==> config.mk <==
export PLATFORM = sky130hd
export DESIGN_NAME = imm_ctrl_stage_flat
export DESIGN_NICKNAME = d
export VERILOG_FILES = /design/src/rtl/imm_ctrl_stage_pkg.sv /design/src/rtl/imm_ctrl_stage_if.sv /design/src/rtl/imm_ctrl_stage_extender.sv /design/src/rtl/imm_ctrl_stage.sv /design/src/flat_wrapper.sv
export SDC_FILE = /design/constraint.sdc
export NUM_CORES = 1
export LEC_CHECK = 0
export ABC_AREA = 1
export BUFFER_PORTS_ARGS = -buffer_cell sky130_fd_sc_hd__clkbuf_2
export CORE_MARGIN = 2
export CORE_UTILIZATION = 40
export DETAILED_ROUTE_END_ITERATION = 16
export GPL_TIMING_DRIVEN = 0
export PLACE_DENSITY = 0.68
export SYNTH_ARGS = -nofsm -noshare
export SYNTH_HDL_FRONTEND = slang
export SYNTH_SLANG_ARGS = --single-unit
==> constraint.sdc <==
create_clock -name clk -period 1.5 [get_ports clk]
set_clock_uncertainty 0.1 [all_clocks]
set_input_delay 0 -clock clk [delete_from_list [all_inputs] [get_ports clk]]
set_output_delay 0 -clock clk [all_outputs]
set_load 0.005 [all_outputs]
==> src/rtl/imm_ctrl_stage_pkg.sv <==
// Shared definitions for the ID-stage immediate controller: opcodes, extender widths, FSM states.
// The IMM_CTRL_ILLEGAL_EN macro adds illegal-opcode tracking to the decode result and entry.
package imm_ctrl_stage_pkg;

    localparam int INSTR_W = 16;

    typedef enum logic [1:0] {
        IMM5  = 2'b00,
        IMM8  = 2'b01,
        IMM11 = 2'b10
    } imm_bits_e;

    typedef enum logic [1:0] {
        ST_EMPTY = 2'b00,
        ST_ONE   = 2'b01,
        ST_TWO   = 2'b10
    } state_e;

    localparam logic [4:0] OP_HALT     = 5'b00000;
    localparam logic [4:0] OP_NOP      = 5'b00001;
    localparam logic [4:0] OP_SIIC     = 5'b00010;
    localparam logic [4:0] OP_RTI      = 5'b00011;
    localparam logic [4:0] OP_J        = 5'b00100;
    localparam logic [4:0] OP_JR       = 5'b00101;
    localparam logic [4:0] OP_JAL      = 5'b00110;
    localparam logic [4:0] OP_JALR     = 5'b00111;
    localparam logic [4:0] OP_ADDI     = 5'b01000;
    localparam logic [4:0] OP_SUBI     = 5'b01001;
    localparam logic [4:0] OP_XORI     = 5'b01010;
    localparam logic [4:0] OP_ANDNI    = 5'b01011;
    localparam logic [4:0] OP_BEQZ     = 5'b01100;
    localparam logic [4:0] OP_BNEZ     = 5'b01101;
    localparam logic [4:0] OP_BLTZ     = 5'b01110;
    localparam logic [4:0] OP_BGEZ     = 5'b01111;
    localparam logic [4:0] OP_ST       = 5'b10000;
    localparam logic [4:0] OP_LD       = 5'b10001;
    localparam logic [4:0] OP_SLBI     = 5'b10010;
    localparam logic [4:0] OP_STU      = 5'b10011;
    localparam logic [4:0] OP_ROLI     = 5'b10100;
    localparam logic [4:0] OP_SLLI     = 5'b10101;
    localparam logic [4:0] OP_RORI     = 5'b10110;
    localparam logic [4:0] OP_SRLI     = 5'b10111;
    localparam logic [4:0] OP_LBI      = 5'b11000;
    localparam logic [4:0] OP_BTR      = 5'b11001;
    localparam logic [4:0] OP_SHIFT_RR = 5'b11010;
    localparam logic [4:0] OP_ALU_RR   = 5'b11011;
    localparam logic [4:0] OP_SEQ      = 5'b11100;
    localparam logic [4:0] OP_SLT      = 5'b11101;
    localparam logic [4:0] OP_SLE      = 5'b11110;
    localparam logic [4:0] OP_SCO      = 5'b11111;

    typedef struct packed {
        logic      has_imm;
        logic      zext;
        imm_bits_e imm_bits;
`ifdef IMM_CTRL_ILLEGAL_EN
        logic      illegal;
`endif
    } dec_t;

    typedef struct packed {
        logic [INSTR_W-1:0] instr;
        logic [INSTR_W-1:0] imm;
        logic               has_imm;
`ifdef IMM_CTRL_ILLEGAL_EN
        logic               illegal;
`endif
    } entry_t;

    function automatic dec_t decode_op(input logic [4:0] op);
        dec_t d;
        d          = '0;
        d.imm_bits = IMM5;
        case (op)
            OP_ADDI, OP_SUBI, OP_ROLI, OP_SLLI, OP_RORI, OP_SRLI,
            OP_ST, OP_LD, OP_STU: begin
                d.has_imm = 1'b1;
            end
            OP_XORI, OP_ANDNI: begin
                d.has_imm = 1'b1;
                d.zext    = 1'b1;
            end
            OP_BEQZ, OP_BNEZ, OP_BLTZ, OP_BGEZ, OP_LBI, OP_JR, OP_JALR: begin
                d.has_imm  = 1'b1;
                d.imm_bits = IMM8;
            end
            OP_SLBI: begin
                d.has_imm  = 1'b1;
                d.zext     = 1'b1;
                d.imm_bits = IMM8;
            end
            OP_J, OP_JAL: begin
                d.has_imm  = 1'b1;
                d.imm_bits = IMM11;
            end
            OP_HALT, OP_NOP, OP_BTR, OP_SHIFT_RR, OP_ALU_RR,
            OP_SEQ, OP_SLT, OP_SLE, OP_SCO: begin
                d.has_imm = 1'b0;
            end
`ifdef IMM_CTRL_ILLEGAL_EN
            OP_SIIC, OP_RTI: begin
                d.illegal = 1'b1;
            end
            default: begin
                d.illegal = 1'b1;
            end
`else
            default: begin
                d.has_imm = 1'b0;
            end
`endif
        endcase
        return d;
    endfunction

endpackage

==> src/rtl/imm_ctrl_stage_if.sv <==
// Handshake bundle between IF/ID, the immediate controller and EX.
// out_illegal is present only when IMM_CTRL_ILLEGAL_EN is defined.
interface imm_ctrl_stage_if;
    import imm_ctrl_stage_pkg::*;

    logic               in_valid;
    logic               in_ready;
    logic [INSTR_W-1:0] in_instr;
    logic               flush;
    logic               out_valid;
    logic               out_ready;
    logic [INSTR_W-1:0] out_instr;
    logic [INSTR_W-1:0] out_imm;
    logic               out_has_imm;
`ifdef IMM_CTRL_ILLEGAL_EN
    logic               out_illegal;
`endif

    // slave is the stage itself; master is whoever surrounds it
    modport slave (
        input  in_valid, in_instr, flush, out_ready,
        output in_ready, out_valid, out_instr, out_imm, out_has_imm
`ifdef IMM_CTRL_ILLEGAL_EN
        , output out_illegal
`endif
    );

    modport master (
        output in_valid, in_instr, flush, out_ready,
        input  in_ready, out_valid, out_instr, out_imm, out_has_imm
`ifdef IMM_CTRL_ILLEGAL_EN
        , input out_illegal
`endif
    );

endinterface

==> src/rtl/imm_ctrl_stage_extender.sv <==
// Combinational immediate extender: selects a 5/8/11-bit field and sign- or zero-extends it.
// Output is forced to zero when the opcode carries no immediate.
module imm_extender
    import imm_ctrl_stage_pkg::*;
#(
    parameter int DW = 16
) (
    input  logic [10:0]   field_i,
    input  logic          zext_i,
    input  imm_bits_e     imm_bits_i,
    input  logic          en_i,
    output logic [DW-1:0] imm_o
);

    logic fill5;
    logic fill8;
    logic fill11;

    assign fill5  = ~zext_i & field_i[4];
    assign fill8  = ~zext_i & field_i[7];
    assign fill11 = ~zext_i & field_i[10];

    always_comb begin
        imm_o = '0;
        if (en_i) begin
            case (imm_bits_i)
                IMM5:    imm_o = {{(DW-5){fill5}}, field_i[4:0]};
                IMM8:    imm_o = {{(DW-8){fill8}}, field_i[7:0]};
                IMM11:   imm_o = {{(DW-11){fill11}}, field_i[10:0]};
                default: imm_o = '0;
            endcase
        end
    end

endmodule

==> src/rtl/imm_ctrl_stage.sv <==
// ID-stage immediate controller: decode, extend, and register into ID/EX behind a one-entry skid.
// Defining IMM_CTRL_ILLEGAL_EN adds the registered out_illegal flag.
//
// state    | meaning
// ST_EMPTY | no entry held, out_valid=0
// ST_ONE   | output register holds an entry
// ST_TWO   | output and skid both full, in_ready=0
module imm_ctrl_stage
    import imm_ctrl_stage_pkg::*;
#(
    parameter int DW = 16
) (
    input  logic              clk,
    input  logic              rst_n,
    imm_ctrl_stage_if.slave   bus
);

    dec_t          dec;
    logic [DW-1:0] ext_imm;
    entry_t        in_entry_d;

    state_e        state_q;
    entry_t        out_q;
    entry_t        skid_q;
    logic          out_valid_q;
    logic          in_ready_q;

    assign dec = decode_op(bus.in_instr[15:11]);

    imm_extender #(
        .DW (DW)
    ) u_imm_extender (
        .field_i    (bus.in_instr[10:0]),
        .zext_i     (dec.zext),
        .imm_bits_i (dec.imm_bits),
        .en_i       (dec.has_imm),
        .imm_o      (ext_imm)
    );

    always_comb begin
        in_entry_d         = '0;
        in_entry_d.instr   = bus.in_instr;
        in_entry_d.imm     = ext_imm;
        in_entry_d.has_imm = dec.has_imm;
`ifdef IMM_CTRL_ILLEGAL_EN
        in_entry_d.illegal = dec.illegal;
`endif
    end

    // in_ready_q always tracks (next state != ST_TWO), so upstream never sees a comb path from out_ready
    always_ff @(posedge clk or negedge rst_n) begin
        if (!rst_n) begin
            state_q     <= ST_EMPTY;
            out_q       <= '0;
            skid_q      <= '0;
            out_valid_q <= 1'b0;
            in_ready_q  <= 1'b1;
        end else if (bus.flush) begin
            state_q     <= ST_EMPTY;
            out_valid_q <= 1'b0;
            in_ready_q  <= 1'b1;
        end else begin
            case (state_q)
                ST_EMPTY: begin
                    if (bus.in_valid) begin
                        out_q       <= in_entry_d;
                        out_valid_q <= 1'b1;
                        state_q     <= ST_ONE;
                    end
                end
                ST_ONE: begin
                    if (bus.in_valid && bus.out_ready) begin
                        out_q <= in_entry_d;
                    end else if (bus.in_valid) begin
                        skid_q     <= in_entry_d;
                        in_ready_q <= 1'b0;
                        state_q    <= ST_TWO;
                    end else if (bus.out_ready) begin
                        out_valid_q <= 1'b0;
                        state_q     <= ST_EMPTY;
                    end
                end
                ST_TWO: begin
                    if (bus.out_ready) begin
                        out_q      <= skid_q;
                        in_ready_q <= 1'b1;
                        state_q    <= ST_ONE;
                    end
                end
                default: begin
                    state_q     <= ST_EMPTY;
                    out_valid_q <= 1'b0;
                    in_ready_q  <= 1'b1;
                end
            endcase
        end
    end

    assign bus.in_ready    = in_ready_q;
    assign bus.out_valid   = out_valid_q;
    assign bus.out_instr   = out_q.instr;
    assign bus.out_imm     = out_q.imm;
    assign bus.out_has_imm = out_q.has_imm;
`ifdef IMM_CTRL_ILLEGAL_EN
    assign bus.out_illegal = out_q.illegal;
`endif

endmodule

==> src/flat_wrapper.sv <==
// flat-port wrapper written by rule: the top's interface ports become plain ports
module imm_ctrl_stage_flat import imm_ctrl_stage_pkg::*;
#(
    parameter int DW = 16
)
  (clk, rst_n, bus_in_valid, bus_in_instr, bus_flush, bus_out_ready, bus_in_ready, bus_out_valid, bus_out_instr, bus_out_imm, bus_out_has_imm);
  imm_ctrl_stage_if bus_i ();
  input  logic clk;
  input  logic rst_n;
  input wire logic [$bits(bus_i.in_valid)-1:0] bus_in_valid;
  input wire logic [$bits(bus_i.in_instr)-1:0] bus_in_instr;
  input wire logic [$bits(bus_i.flush)-1:0] bus_flush;
  input wire logic [$bits(bus_i.out_ready)-1:0] bus_out_ready;
  output wire logic [$bits(bus_i.in_ready)-1:0] bus_in_ready;
  output wire logic [$bits(bus_i.out_valid)-1:0] bus_out_valid;
  output wire logic [$bits(bus_i.out_instr)-1:0] bus_out_instr;
  output wire logic [$bits(bus_i.out_imm)-1:0] bus_out_imm;
  output wire logic [$bits(bus_i.out_has_imm)-1:0] bus_out_has_imm;
  assign bus_i.in_valid = bus_in_valid;
  assign bus_i.in_instr = bus_in_instr;
  assign bus_i.flush = bus_flush;
  assign bus_i.out_ready = bus_out_ready;
  assign bus_in_ready = bus_i.in_ready;
  assign bus_out_valid = bus_i.out_valid;
  assign bus_out_instr = bus_i.out_instr;
  assign bus_out_imm = bus_i.out_imm;
  assign bus_out_has_imm = bus_i.out_has_imm;
  imm_ctrl_stage #(.DW(DW)) u_core (.clk(clk), .rst_n(rst_n), .bus(bus_i));
endmodule
# == Word-level counts from Yosys, hierarchy flattened ==
# Index checks and enable logic that the tools add are counted.
# word_totals
inputBits,21
output_inout_bits,35
register_bits,70
# classes
eq_ne,37
reduce_logical,13
n_mux,27
bitwise,6
# ops
op,n
$mux 33,3
$pmux 33 s3,1
$pmux 16 s3,1
$eq 5x5->1 const B,9
$eq 5x4->1 const B,8
$reduce_or 21->1,1
$eq 5x3->1 const B,4
$ne 3x3->1 const B,6
$mux 16,1
$mux 2,6
$reduce_and 4->1,3
$mux 1,11
$reduce_and 5->1,2
$ne 2x2->1 const B,4
$reduce_or 8->1,1
$pmux 1 s3,2
$pmux 2 s3,1
$eq 2x1->1 const B,2
$eq 2x2->1 const B,2
$logic_not 2->1,2
$ne 4x4->1 const B,1
$pmux 2 s2,1
$and 1x1->1,3
$not 1->1,3
5 further kinds,5

# == Logic depth before layout (Yosys ltp) ==
# Gate-level depths: netlist of run 1.
# depth
ltp_word,9
mapped_depth,12

# == Hierarchy ==
# From an unflattened synthesis of run 1, not the netlist that was laid out.
# hier_totals
cells_unflattened,472
area_unflattened_um2,3493.4
# by_module_without_submodules
module,seq_area_each_um2,area_per_inst_um2,cells_per_inst,instances
imm_ctrl_stage,1752.9,3258.1,422,1
imm_extender,0.0,235.2,50,1

# == Least setup slack after synthesis of run 1 ==
# OpenSTA, ideal clock, no wires.
# synth_path
kind,register to register
from,register u_core.state_q[0]
to,register u_core.skid_q[31] in the netlist's numbering
stages_incl_launch_ff,10
n_path_buf,2
slack_ns,0.014
arrival_ns,1.269
setup_ns,0.117
path_cell_list,dfrtp_1 inv_1 nor2_2 nand2_1 nor2_2 inv_2 buf_6 buf_6 nand2_1 o21ai_2
# synth_between
elab_chain_cells,2
# synth_lines
item,line_no,rtl
start: declaration,imm_ctrl_stage.sv:22,state_e state_q;
start signal: assignment,imm_ctrl_stage.sv:53,state_q <= ST_EMPTY;
start signal: assignment,imm_ctrl_stage.sv:59,state_q <= ST_EMPTY;
start signal: assignment,imm_ctrl_stage.sv:68,state_q <= ST_ONE;
$eq 2x1->1,imm_ctrl_stage.sv:63,case (state_q)
$reduce_and 4->1 (no source line),--,
end signal: assignment,imm_ctrl_stage.sv:75,skid_q <= in_entry_d;
end: declaration,imm_ctrl_stage.sv:24,entry_t skid_q;
# No other way between the ends.
# A chain may end at the register's enable or synchronous reset.

# == Worst setup path after layout of run 1 ==
# layout_path
from,register u_core.state_q[0]
to,register u_core.out_q (netlist bit u_core.bus.out_instr[3])
# layout_between
elab_chain_cells,3
word_cells_on_any_way,9
cone_classes,eq/ne (5); mux (1); reduce/logical (3)
# layout_lines
item,line_no,rtl
$eq 2x1->1 (tied with other cells),imm_ctrl_stage.sv:63,
$ne 2x1->1 (no source line) (tied with other cells),--,
$reduce_and 5->1 (no source line),--,
end signal: assignment,imm_ctrl_stage.sv:66,out_q <= in_entry_d;
end signal: assignment,imm_ctrl_stage.sv:73,out_q <= in_entry_d;
end signal: assignment,imm_ctrl_stage.sv:85,out_q <= skid_q;
end: declaration,imm_ctrl_stage.sv:23,entry_t out_q;
# Parallel ways exist; a longest one is shown, timed or not.

==> out/qor.csv, run 1 <==
stage,metric,value,unit
route,routed len/inst,15.2,µm
sta,Fmax achieved,636,MHz
critical_path,R2R cell count,7,
route,vias,3016,
sta,Slew @ Worst Pin,0.849,ns
floorplanning,die width,90.3,µm
placed_design,Routability Congestion,0.908,
power,Clk pwr share,26.6,%
power,Gate power share,27.9,%
critical_path,RR Endpoint,u_core.bus.out_instr[3]$_DFFE_PN0P_,
layout,layout cell share with drive strength beyond 1,35.7,%
clock_network,Skew-Pair Late Insertion Delay,0.34,ns
floorplanning,die area,8160,µm²
clock_network,clock slew at reported path FFs,0.07,ns
sta,setup ws final,-0.0725,ns
global_routing,GRT Overall Usage,21.6,%
critical_path,worst-path cell chain,"nor2_8, inv_6, o21ai_4, nand2_4, clkinv_4, bufbuf_16, a31oi_1",
placed_design,Placement Setup Slack,-0.257,ns
sta,RSZ-0062 raised after global routing,true,
route,detailed-route DRC error count,0,
route,Via density,5.14,
clock_network,CTS tree,yes,
clock_network,CTS HTree Levels,3,
power,P_int,3760,µW
global_routing,first-pass GRT wire length,14.0,mm
placed_design,port bufs,54,
layout,most frequent cells in the layout,"nand2_1 (98), dfrtp_1 (59), clkbuf_2 (56), nor2_1 (44)",
layout,post-route cell area,4290,µm²
sta,setup violators final,32,
critical_path,critical path's slowest cell,dfrtp_2,
critical_path,Setup CP Type,register to register,
route,TritonRoute pass-1 iters,6,
logic_synthesis,Netlist Area Pre-Place,2980,µm²
hold_path,Worst Hold Class,input pin to register,
clock_network,clock sink total,62,
critical_path,CP arrival,1.70,ns
critical_path,worst path buffer plus inverter count,3,
sta,Final Hold Vio Count,2,
critical_path,worst reg-to-reg setup slack,-0.07,ns
logic_synthesis,"Seq/Total Area, Yosys",52.1,%
layout,"Area growth, synth to finish",43.8,%
critical_path,critical path launch point type,register,
status,outcome,finished with violations,
floorplanning,initial core utilization,41.1,%
power,total net switching power,1800,µW
logic_synthesis,Yosys warnings,0,
logic_synthesis,syn_nets,397,
clock_network,cts bufs inserted,9,
logic_synthesis,Syn Inst Count,376,
layout,nets,504,
logic_synthesis,"flops & latches, synth",62,
clock_network,Max Buffers Root-to-Sink,2,
placed_design,Post-DP Area,3380,µm²
sta,hold slack,-0.0221,ns
sta,Slew HR,43.4,%
critical_path,Worst Setup End Kind,register,
global_routing,largest net degree at the start of global routing,63,
floorplanning,IO Count,56,
critical_path,Crit Path Max Fanout,6,
sta,Final min period,1.57,ns
global_routing,vias in the first global route,2881,
global_routing,initial antenna violation count,0,
logic_synthesis,Synth Area per Inst,7.93,µm²
critical_path,Critical R2R Launch,u_core.state_q[0]$_DFFE_PN0P_,
floorplanning,row cnt,31,
logic_synthesis,Synth cell types,27,
run,Max Cap Viol,0,
floorplanning,die height,90.3,µm
status,failing checks,"hold timing, setup timing",
critical_path,largest delay contributor family on the critical path,flip-flops,
global_routing,GR Overflow Total,0,
power,PwrDens,1300,nW/µm²
sta,period utilization,105,%
power,Pleak,0.00217,µW
critical_path,Crit path largest cell delay,0.46,ns
power,Switching Share,32.4,%
critical_path,required time worst endpoint,1.63,ns
placed_design,DP HPWL,5.34,mm
power,Reg power frac,45.6,%
route,DRT antenna net count,0,
power,Max VDD drop,718,µV
layout,"commonest non-fill, non-tap cell in the layout",nand2_1,
hold_path,hold worst-path end,u_core.state_q[0]$_DFFE_PN0P_,
route,First DRT Iteration DRCs,267,
clock_network,clk root buf,clkbuf_8,
route,routed wire length,8.91,mm
layout,# diodes,0,
hold_path,Hold Crit Start,bus_flush,
hold_path,Worst Hold Depth,4,
floorplanning,core region area,7250,µm²
sta,max-slew violation count,0,
-- power groups by stage --
stage	combinational (µW)	clock, µW	sequential [µW]
3_5_place_dp	1200	0	2490
5_1_grt	1720	1590	2590
3_3_place_gp	1160	0	2470
4_1_cts	1330	1490	2460
2_1_floorplan	709	0	2450
6_report	1550	1480	2540
-- stage by stage --
| step | cells | hold slack [ns] | util [%] | setup TNS [ns] | power [µW] |
|---|---|---|---|---|---|
| after floorplan | 376 | -0.396 | - | 0 | 3160 |
| after global placement | 529 | 0.166 | 46.5 | -10.88 | 3620 |
| after detailed placement | 529 | 0.0843 | 46.6 | -10.45 | 3680 |
| after CTS | 577 | -0.0568 | 54.5 | -0.502 | 5290 |
| after global routing | 587 | -0.0164 | 59.1 | -4.57 | 5890 |
| final | 587 | -0.0221 | 59.1 | -0.936 | 5560 |
-- state kept, by name, indices dropped and copies added, names as in the netlist --
| name | count |
|---|---|
| u_core.bus.in_ready | 1 |
| u_core.bus.out_has_imm | 1 |
| u_core.bus.out_imm | 12 |
| u_core.bus.out_instr | 16 |
| u_core.bus.out_valid | 1 |
| u_core.skid_q | 29 |
| u_core.state_q | 2 |
-- worst min-delay path, delay by kind of cell --
family / cells / cell delay [ns]
compound gates: 1 / 0.07
buf+inv: 1 / 0.18
simple gates: 2 / 0.13
-- synthesized netlist by cell type --
cell	n	share of area [%]
nand2_2	1	0.21
nor2_8	1	0.67
and2_1	1	0.21
clkbuf_2	1	0.17
clkbuf_1	3	0.38
nor4_1	1	0.21
nand3_1	16	2.7
buf_2	6	1.0
nand2_1	124	16
buf_6	5	1.9
nand4_1	2	0.42
o21ai_2	3	0.88
a31oi_1	17	3.6
clkinv_4	1	0.29
buf_1	1	0.13
o21ai_1	11	1.8
o2111ai_1	1	0.29
buf_4	5	1.3
inv_2	5	0.63
o21ai_0	21	3.5
nor2_2	3	0.63
a21oi_1	14	2.4
dfrtp_1	61	51
nor2_1	47	5.9
dfstp_2	1	0.88
o31ai_1	1	0.25
inv_1	23	2.9
-- area by class of cell --
class                   instances  area, µm²
clock buffers                  13        149
clock inverters                 3       43.8
repair inverters                1       5.00
fillers                       674       2970
plain buffers                  20        184
flip-flops and latches         62       1560
multi-input cells             264       1380
inverters                      29        121
well taps                      99        124
repair buffers                 96        723
-- worst max-delay path by stage --
stage                             startpoint  depth (start not counted)                                    to
2_1_floorplan  u_core.state_q[0]$_DFFE_PN0P_                          9         u_core.skid_q[31]$_DFFE_PN0P_
3_3_place_gp   u_core.state_q[1]$_DFFE_PN0P_                          8  u_core.bus.out_instr[11]$_DFFE_PN0P_
3_5_place_dp   u_core.state_q[1]$_DFFE_PN0P_                          8   u_core.bus.out_instr[8]$_DFFE_PN0P_
4_1_cts        u_core.state_q[0]$_DFFE_PN0P_                          9          u_core.skid_q[9]$_DFFE_PN0P_
5_1_grt        u_core.state_q[0]$_DFFE_PN0P_                          9         u_core.skid_q[10]$_DFFE_PN0P_
6_report       u_core.state_q[0]$_DFFE_PN0P_                          7   u_core.bus.out_instr[3]$_DFFE_PN0P_
-- what timing repair did --
item,4_1_cts,5_1_grt
buffers inserted,10,7
hold buffers,21,3
setup endpoints to repair,61,59
pin swaps,3,7
gates cloned,2,2
gates resized for setup,19,76
endpoints found under the hold margin,106,6
-- per-layer routing --
layer / up-vias / GRT usage [%] / routed length, µm
li1: 1431 / - / -
met1: 1464 / 28.3 / 3720
met2: 105 / 35.5 / 4520
met3: 16 / 5.93 / 526
met4: 0 / 6.03 / 152
met5: - / 0 / 0
-- logic make-up (layout without fill, tap and decap cells) --
family	Yosys count	in the layout	synth area share (%)
AND/OR/NAND/NOR	196	196	26.6
AO/OA/AOI/OAI	68	68	12.7
buffers and inverters	50	162	8.64
flip-flops	62	62	52.1
Note: power is estimated with default switching activity, not from simulation.
==> inputs of run 2 (changes only) <==
--- a/config.mk
+++ b/config.mk
@@ -10,8 +10,10 @@
 export CORE_MARGIN = 2
 export CORE_UTILIZATION = 40
 export DETAILED_ROUTE_END_ITERATION = 16
+export GPL_ROUTABILITY_DRIVEN = 0
 export GPL_TIMING_DRIVEN = 0
 export PLACE_DENSITY = 0.68
+export REMOVE_ABC_BUFFERS = 1
 export SYNTH_ARGS = -nofsm -noshare
 export SYNTH_HDL_FRONTEND = slang
 export SYNTH_SLANG_ARGS = --single-unit
==> run 2 against run 1 <==
The flow finishes with violations (setup timing). Core utilization rose by 0.21 points. Routed wire length rose by 3.9%. Cell count decreased by 1.0%. Final area grew 0.35%. Clock power down 14%. Combinational power about the same. Maximum frequency shrank 3.5%. Sequential share of layout area fell by 0.13 points. Critical path depth grew 1. Via count decreased by 1.5%.
==> out/qor.csv, run 2 (same netlist as run 1, synthesis figures left out) <==
stage,metric,value,unit,change
status,outcome,finished with violations,,unchanged
status,failing checks,setup timing,,"was hold timing, setup timing"
clock_network,Max Buffers Root-to-Sink,2,,unchanged
floorplanning,die height,90.3,µm,unchanged
clock_network,clock slew at reported path FFs,0.07,ns,about the same
layout,most frequent cells in the layout,"nand2_1 (116), dfrtp_1 (59), clkbuf_2 (54), nor2_1 (26), dlygate4sd3_1 (22)",,"was nand2_1 (98), dfrtp_1 (59), clkbuf_2 (56), nor2_1 (44)"
layout,Multi-input gate area,1480,µm²,was 1380 µm²
route,Via density,5.11,,was 5.14
sta,setup violators final,59,,was 32
sta,Slew HR,43.4,%,about the same
critical_path,Crit path largest cell delay,0.47,ns,was 0.46 ns
sta,setup ws final,-0.129,ns,was -0.0725 ns
layout,"Area growth, synth to finish",44.3,%,was 43.8%
layout,# diodes,0,,unchanged
power,Pleak,0.00212,µW,was 0.00217 µW
sta,Slew @ Worst Pin,0.849,ns,about the same
layout,"commonest non-fill, non-tap cell in the layout",nand2_1,,unchanged
layout,post-route cell area,4300,µm²,was 4290 µm²
global_routing,first-pass GRT wire length,14.6,mm,was 14.0 mm
sta,max-slew violation count,0,,unchanged
route,TritonRoute pass-1 iters,5,,was 6
critical_path,Crit Path Max Fanout,6,,unchanged
sta,Final Hold Vio Count,0,,was 2
floorplanning,die width,90.3,µm,unchanged
clock_network,CTS tree,yes,,unchanged
hold_path,Worst Hold Class,input pin to register,,unchanged
sta,Fmax achieved,614,MHz,was 636 MHz
global_routing,vias in the first global route,2872,,was 2881
floorplanning,die area,8160,µm²,unchanged
layout,nets,498,,was 504
critical_path,worst path buffer plus inverter count,3,,unchanged
layout,Top reg by flops,u_core.skid_q,,unchanged
clock_network,clk root buf,clkbuf_8,,unchanged
route,detailed-route DRC error count,0,,unchanged
global_routing,GR Overflow Total,0,,unchanged
route,routed wire length,9.26,mm,was 8.91 mm
critical_path,largest delay contributor family on the critical path,flip-flops,,unchanged
critical_path,critical path launch point type,register,,unchanged
critical_path,worst-path cell chain,"nor2_8, inv_12, o21ai_4, buf_6, nand2_8, clkinv_8, nor2_4, a31oi_1",,"was nor2_8, inv_6, o21ai_4, nand2_4, clkinv_4, bufbuf_16, a31oi_1"
sta,period utilization,109,%,was 105%
layout,layout cell share with drive strength beyond 1,33.8,%,was 35.7%
global_routing,GRT Overall Usage,23.1,%,was 21.6%
critical_path,CP arrival,1.79,ns,was 1.70 ns
route,DRT antenna net count,0,,unchanged
floorplanning,row cnt,31,,unchanged
layout,max FFs per register,29,,unchanged
critical_path,required time worst endpoint,1.67,ns,was 1.63 ns
route,routed len/inst,15.9,µm,was 15.2 µm
global_routing,largest net degree at the start of global routing,63,,unchanged
layout,final cell utilization of the core,59.3,%,was 59.1%
global_routing,initial antenna violation count,0,,unchanged
floorplanning,core region area,7250,µm²,unchanged
sta,Final min period,1.63,ns,was 1.57 ns
clock_network,Skew-Pair Late Insertion Delay,0.35,ns,was 0.34 ns
route,vias,2970,,was 3016
clock_network,cts bufs inserted,9,,unchanged
sta,setup TNS,-4.11,ns,was -0.936 ns
critical_path,worst reg-to-reg setup slack,-0.13,ns,was -0.07 ns
critical_path,critical path's slowest cell,dfrtp_2,,unchanged
layout,register area,1560,µm²,unchanged
sta,RSZ-0062 raised after global routing,true,,unchanged
layout,fillcell total,645,,was 674
placed_design,DP HPWL,4.23,mm,was 5.34 mm
critical_path,Setup CP Type,register to register,,unchanged
placed_design,Placement Setup Slack,-1.10,ns,was -0.257 ns
floorplanning,IO Count,56,,unchanged
placed_design,port bufs,55,,was 54
sta,hold slack,0.00325,ns,was -0.0221 ns
power,Max VDD drop,436,µV,was 718 µV
clock_network,clock sink total,62,,unchanged
floorplanning,initial core utilization,41.1,%,unchanged
power,PwrDens,1240,nW/µm²,was 1300 nW/µm²
critical_path,Worst Setup End Kind,register,,unchanged
run,Max Cap Viol,0,,unchanged
route,First DRT Iteration DRCs,242,,was 267
placed_design,Post-DP Area,3240,µm²,was 3380 µm²
clock_network,CTS HTree Levels,3,,unchanged
-- run 2: changes by cell type in the layout (fill, tap and decap cells not counted), sizes merged, moves of 2 or more --
cell	change
clkbuf	-7
clkinv	+4
inv	+2
nand2	+3
nor2	+2
buf	-8
-- run 2: stage by stage --
stage | total power [µW] | cells
2_1_floorplan | 3090 | 355
3_3_place_gp | 3520 | 509
4_1_cts | 5150 | 575
6_report | 5350 | 581
5_1_grt | 5680 | 581
3_5_place_dp | 3570 | 509
-- run 2: final timing paths --
check,endpoint,cells after the start,startpoint
setup / recovery,u_core.bus.out_instr[6]$_DFFE_PN0P_,8,u_core.state_q[0]$_DFFE_PN0P_
hold reg to reg,u_core.skid_q[27]$_DFFE_PN0P_,2,u_core.skid_q[27]$_DFFE_PN0P_
max in group asynchronous,u_core.state_q[1]$_DFFE_PN0P_,2,rst_n
hold / removal,u_core.skid_q[32]$_DFFE_PN0P_,3,bus_in_instr[15]
setup reg to reg,u_core.bus.out_instr[6]$_DFFE_PN0P_,8,u_core.state_q[0]$_DFFE_PN0P_
min in group asynchronous,u_core.bus.out_instr[12]$_DFFE_PN0P_,2,rst_n
-- run 2: worst reg2reg max path, stage by stage (launching register included) --
cell and delay, ns:
dfrtp_2 0.47, nor2_8 0.21, inv_12 0.04, o21ai_4 0.13
buf_6 0.16, nand2_8 0.12, clkinv_8 0.11, nor2_4 0.04
a31oi_1 0.15
-- run 2: power breakdown --
| part | internal (µW) | switching (µW) |
|---|---|---|
| combinational | 708 | 842 |
| sequential | 2190 | 338 |
| clock | 642 | 631 |
-- run 2: area by class of cell --
cell class | count | area share, %
multi-input combinational | 269 | 34.4
clock inverter | 2 | 0.233
tap | 99 | 2.88
inverter | 29 | 3.52
timing repair inverter | 7 | 2.30
timing repair buffer | 99 | 17.0
clock buffer | 14 | 3.55
sequential | 62 | 36.2
-- run 2: repair_timing --
item | CTS | global route
pin swaps | 7 | 8
hold buffers | 22 | 2
endpoints found under the setup margin | 62 | 62
buffers inserted | 16 | 5
gates cloned | 12 | 1
hold endpoints to repair | 112 | 3
gates resized for setup | 46 | 62
-- run 2: metal layers --
metal  routed length [µm]  vias to the layer above  track usage [%]
li1                     -                     1414                -
met1                 3780                     1407             28.9
met2                 4600                      129             38.5
met3                  661                       20             5.51
met4                  219                        0             9.36
met5                    0                        -                0
==> inputs of run 3 (changes only) <==
--- a/config.mk
+++ b/config.mk
@@ -14,6 +14,7 @@
 export GPL_TIMING_DRIVEN = 0
 export PLACE_DENSITY = 0.68
 export REMOVE_ABC_BUFFERS = 1
+export SKIP_LAST_GASP = 1
 export SYNTH_ARGS = -nofsm -noshare
 export SYNTH_HDL_FRONTEND = slang
 export SYNTH_SLANG_ARGS = --single-unit
==> run 3 against run 2 <==
The flow still finishes with violations (setup timing). Hold slack hardly changed. Maximum frequency down 0.17%. First-iteration DRC count fell by 0.83%. Power decreased by 0.54%. Cell count unchanged. Core utilization fell by 0.26 points. Non-clock buffer count unchanged. Final area fell by 0.44%. Global-route usage unchanged. Flip-flop and latch count unchanged. Register-to-register slack about the same. Critical path depth is the same. Critical path type unchanged. Largest cell class unchanged.
==> out/qor.csv, run 3 (same netlist as run 1, synthesis figures left out) <==
stage,metric,value,unit,change
clock_network,CTS tree,yes,,unchanged
critical_path,CP arrival,1.80,ns,was 1.79 ns
floorplanning,core region area,7250,µm²,unchanged
route,routed len/inst,15.8,µm,was 15.9 µm
sta,setup violators final,59,,unchanged
floorplanning,row cnt,31,,unchanged
placed_design,port bufs,55,,unchanged
floorplanning,die width,90.3,µm,unchanged
layout,nets,498,,unchanged
critical_path,worst-path cell chain,"buf_4, nor2_4, nand2_4, nor2_4, buf_12, buf_8, nand3_1, o21ai_0",,"was nor2_8, inv_12, o21ai_4, buf_6, nand2_8, clkinv_8, nor2_4, a31oi_1"
status,failing checks,setup timing,,unchanged
power,Clk pwr share,23.9,%,was 23.8%
layout,"commonest non-fill, non-tap cell in the layout",nand2_1,,unchanged
route,vias,2986,,was 2970
critical_path,Setup CP Type,register to register,,unchanged
global_routing,initial antenna violation count,0,,unchanged
power,total net switching power,1790,µW,was 1810 µW
layout,most frequent cells in the layout,"nand2_1 (117), dfrtp_1 (59), clkbuf_2 (54), nor2_1 (27)",,"was nand2_1 (116), dfrtp_1 (59), clkbuf_2 (54), nor2_1 (26), dlygate4sd3_1 (22)"
global_routing,largest net degree at the start of global routing,63,,unchanged
critical_path,largest delay contributor family on the critical path,simple AND/OR/NAND/NOR gates,,was flip-flops
sta,Slew @ Worst Pin,0.861,ns,was 0.849 ns
route,detailed-route DRC error count,0,,unchanged
route,First DRT Iteration DRCs,240,,was 242
sta,Final min period,1.63,ns,about the same
critical_path,critical path launch point type,register,,unchanged
layout,Top reg by flops,u_core.skid_q,,unchanged
sta,Fmax achieved,613,MHz,was 614 MHz
layout,max FFs per register,29,,unchanged
power,Pleak,0.00212,µW,about the same
power,Gate power share,28.7,%,was 29.0%
sta,max-slew violation count,0,,unchanged
power,PwrDens,1240,nW/µm²,about the same
sta,RSZ-0062 raised after global routing,true,,unchanged
placed_design,dpl cells,509,,unchanged
route,Via density,5.14,,was 5.11
route,routed wire length,9.19,mm,was 9.26 mm
power,Reg power frac,47.3,%,was 47.2%
sta,setup ws final,-0.132,ns,was -0.129 ns
route,DRT antenna net count,0,,unchanged
floorplanning,die area,8160,µm²,unchanged
floorplanning,IO Count,56,,unchanged
floorplanning,initial core utilization,41.1,%,unchanged
critical_path,critical path's slowest cell,dfrtp_2,,unchanged
clock_network,clk root buf,clkbuf_8,,unchanged
critical_path,Worst Setup End Kind,register,,unchanged
sta,Slew HR,42.6,%,was 43.4%
layout,# diodes,0,,unchanged
run,Max Cap Viol,0,,unchanged
critical_path,"Top cell by count, worst path",nor2_4,,
sta,Final Hold Vio Count,0,,unchanged
clock_network,clock sink total,62,,unchanged
power,P_int,3530,µW,was 3540 µW
clock_network,cts bufs inserted,9,,unchanged
clock_network,CTS HTree Levels,3,,unchanged
layout,fin cells,581,,unchanged
clock_network,Max Buffers Root-to-Sink,2,,unchanged
layout,"Area growth, synth to finish",43.6,%,was 44.3%
clock_network,clock slew at reported path FFs,0.06,ns,was 0.07 ns
hold_path,Worst Hold Class,input pin to register,,unchanged
global_routing,first-pass GRT wire length,14.6,mm,unchanged
route,TritonRoute pass-1 iters,5,,unchanged
placed_design,Placement Setup Slack,-1.10,ns,unchanged
critical_path,required time worst endpoint,1.67,ns,about the same
clock_network,Skew-Pair Late Insertion Delay,0.35,ns,about the same
global_routing,GR Overflow Total,0,,unchanged
status,outcome,finished with violations,,unchanged
critical_path,worst path buffer plus inverter count,3,,unchanged
sta,period utilization,109,%,about the same
global_routing,vias in the first global route,2872,,unchanged
placed_design,DP HPWL,4.23,mm,unchanged
global_routing,GRT Overall Usage,23.1,%,unchanged
power,Switching Share,33.7,%,was 33.9%
critical_path,Crit path largest cell delay,0.44,ns,was 0.47 ns
sta,hold slack,0.00308,ns,was 0.00325 ns
power,Max VDD drop,437,µV,was 436 µV
critical_path,Crit Path Max Fanout,5,,was 6
layout,layout cell share with drive strength beyond 1,32.8,%,was 33.8%
floorplanning,die height,90.3,µm,unchanged
## run 3: power groups by stage
stage | Combinational (µW) | Sequential [µW] | Clock (µW)
final | 1530 | 2520 | 1270
after floorplan | 632 | 2460 | 0
after CTS | 1390 | 2470 | 1290
after global routing | 1710 | 2580 | 1370
after detailed placement | 1090 | 2480 | 0
after global placement | 1060 | 2460 | 0
## run 3: timing repair
item,4_1_cts,5_1_grt
hold buffers,22,2
resized for setup,44,55
hold endpoints to repair,112,3
gates cloned,12,1
pin swaps,7,8
buffers inserted,16,5
endpoints found under the setup margin,62,62
## run 3: tightest hold or removal path: stages
cell,delay (ns)
clkbuf_2,0.17
inv_1,0.17
o21ai_2,0.07
## run 3: metal layers
metal | part of all wire [%] | global-route usage (%) | vias up
met5 | 0 | 0 | -
met4 | 2.7 | 9.36 | 0
met3 | 7.2 | 5.51 | 24
met2 | 49 | 38.5 | 129
met1 | 41 | 28.9 | 1415
li1 | - | - | 1418
## run 3: final timing paths
path / from / endpoint / slack [ns] / cells past startpoint
worst max-delay path: u_core.state_q[1]$_DFFE_PN0P_ / u_core.skid_q[15]$_DFFE_PN0P_ / -0.13 / 8
worst min-delay path: bus_in_instr[15] / u_core.skid_q[32]$_DFFE_PN0P_ / 0.003 / 3
worst max register to register: u_core.state_q[1]$_DFFE_PN0P_ / u_core.skid_q[15]$_DFFE_PN0P_ / -0.13 / 8
worst min register to register: u_core.skid_q[27]$_DFFE_PN0P_ / u_core.skid_q[27]$_DFFE_PN0P_ / 0.37 / 2
max in group asynchronous: rst_n / u_core.state_q[1]$_DFFE_PN0P_ / 0.48 / 2
min in group asynchronous: rst_n / u_core.bus.out_instr[14]$_DFFE_PN0P_ / 0.23 / 2
## run 3: through the flow
| step | util, % | instance area, µm² | total power (µW) | setup TNS [ns] |
|---|---|---|---|---|
| finish | 59.0 | 4280 | 5320 | -3.89 |
| global route | 59.0 | 4280 | 5650 | -7.99 |
| CTS | 55.7 | 4040 | 5140 | -1.80 |
| detailed placement | 44.7 | 3240 | 3570 | -55.33 |
| global placement | 44.6 | 3240 | 3520 | -54.80 |
| floorplan | - | 2840 | 3090 | -20.86 |
## run 3: area by class of cell
| class | count | area, µm² |
|---|---|---|
| sequential | 62 | 1560 |
| timing repair buffer | 99 | 732 |
| timing repair inverter | 7 | 98.8 |
| clock buffer | 14 | 153 |
| tap | 99 | 124 |
| inverter | 29 | 151 |
| fill | 651 | 2970 |
| multi-input combinational | 269 | 1460 |
| clock inverter | 2 | 10.0 |
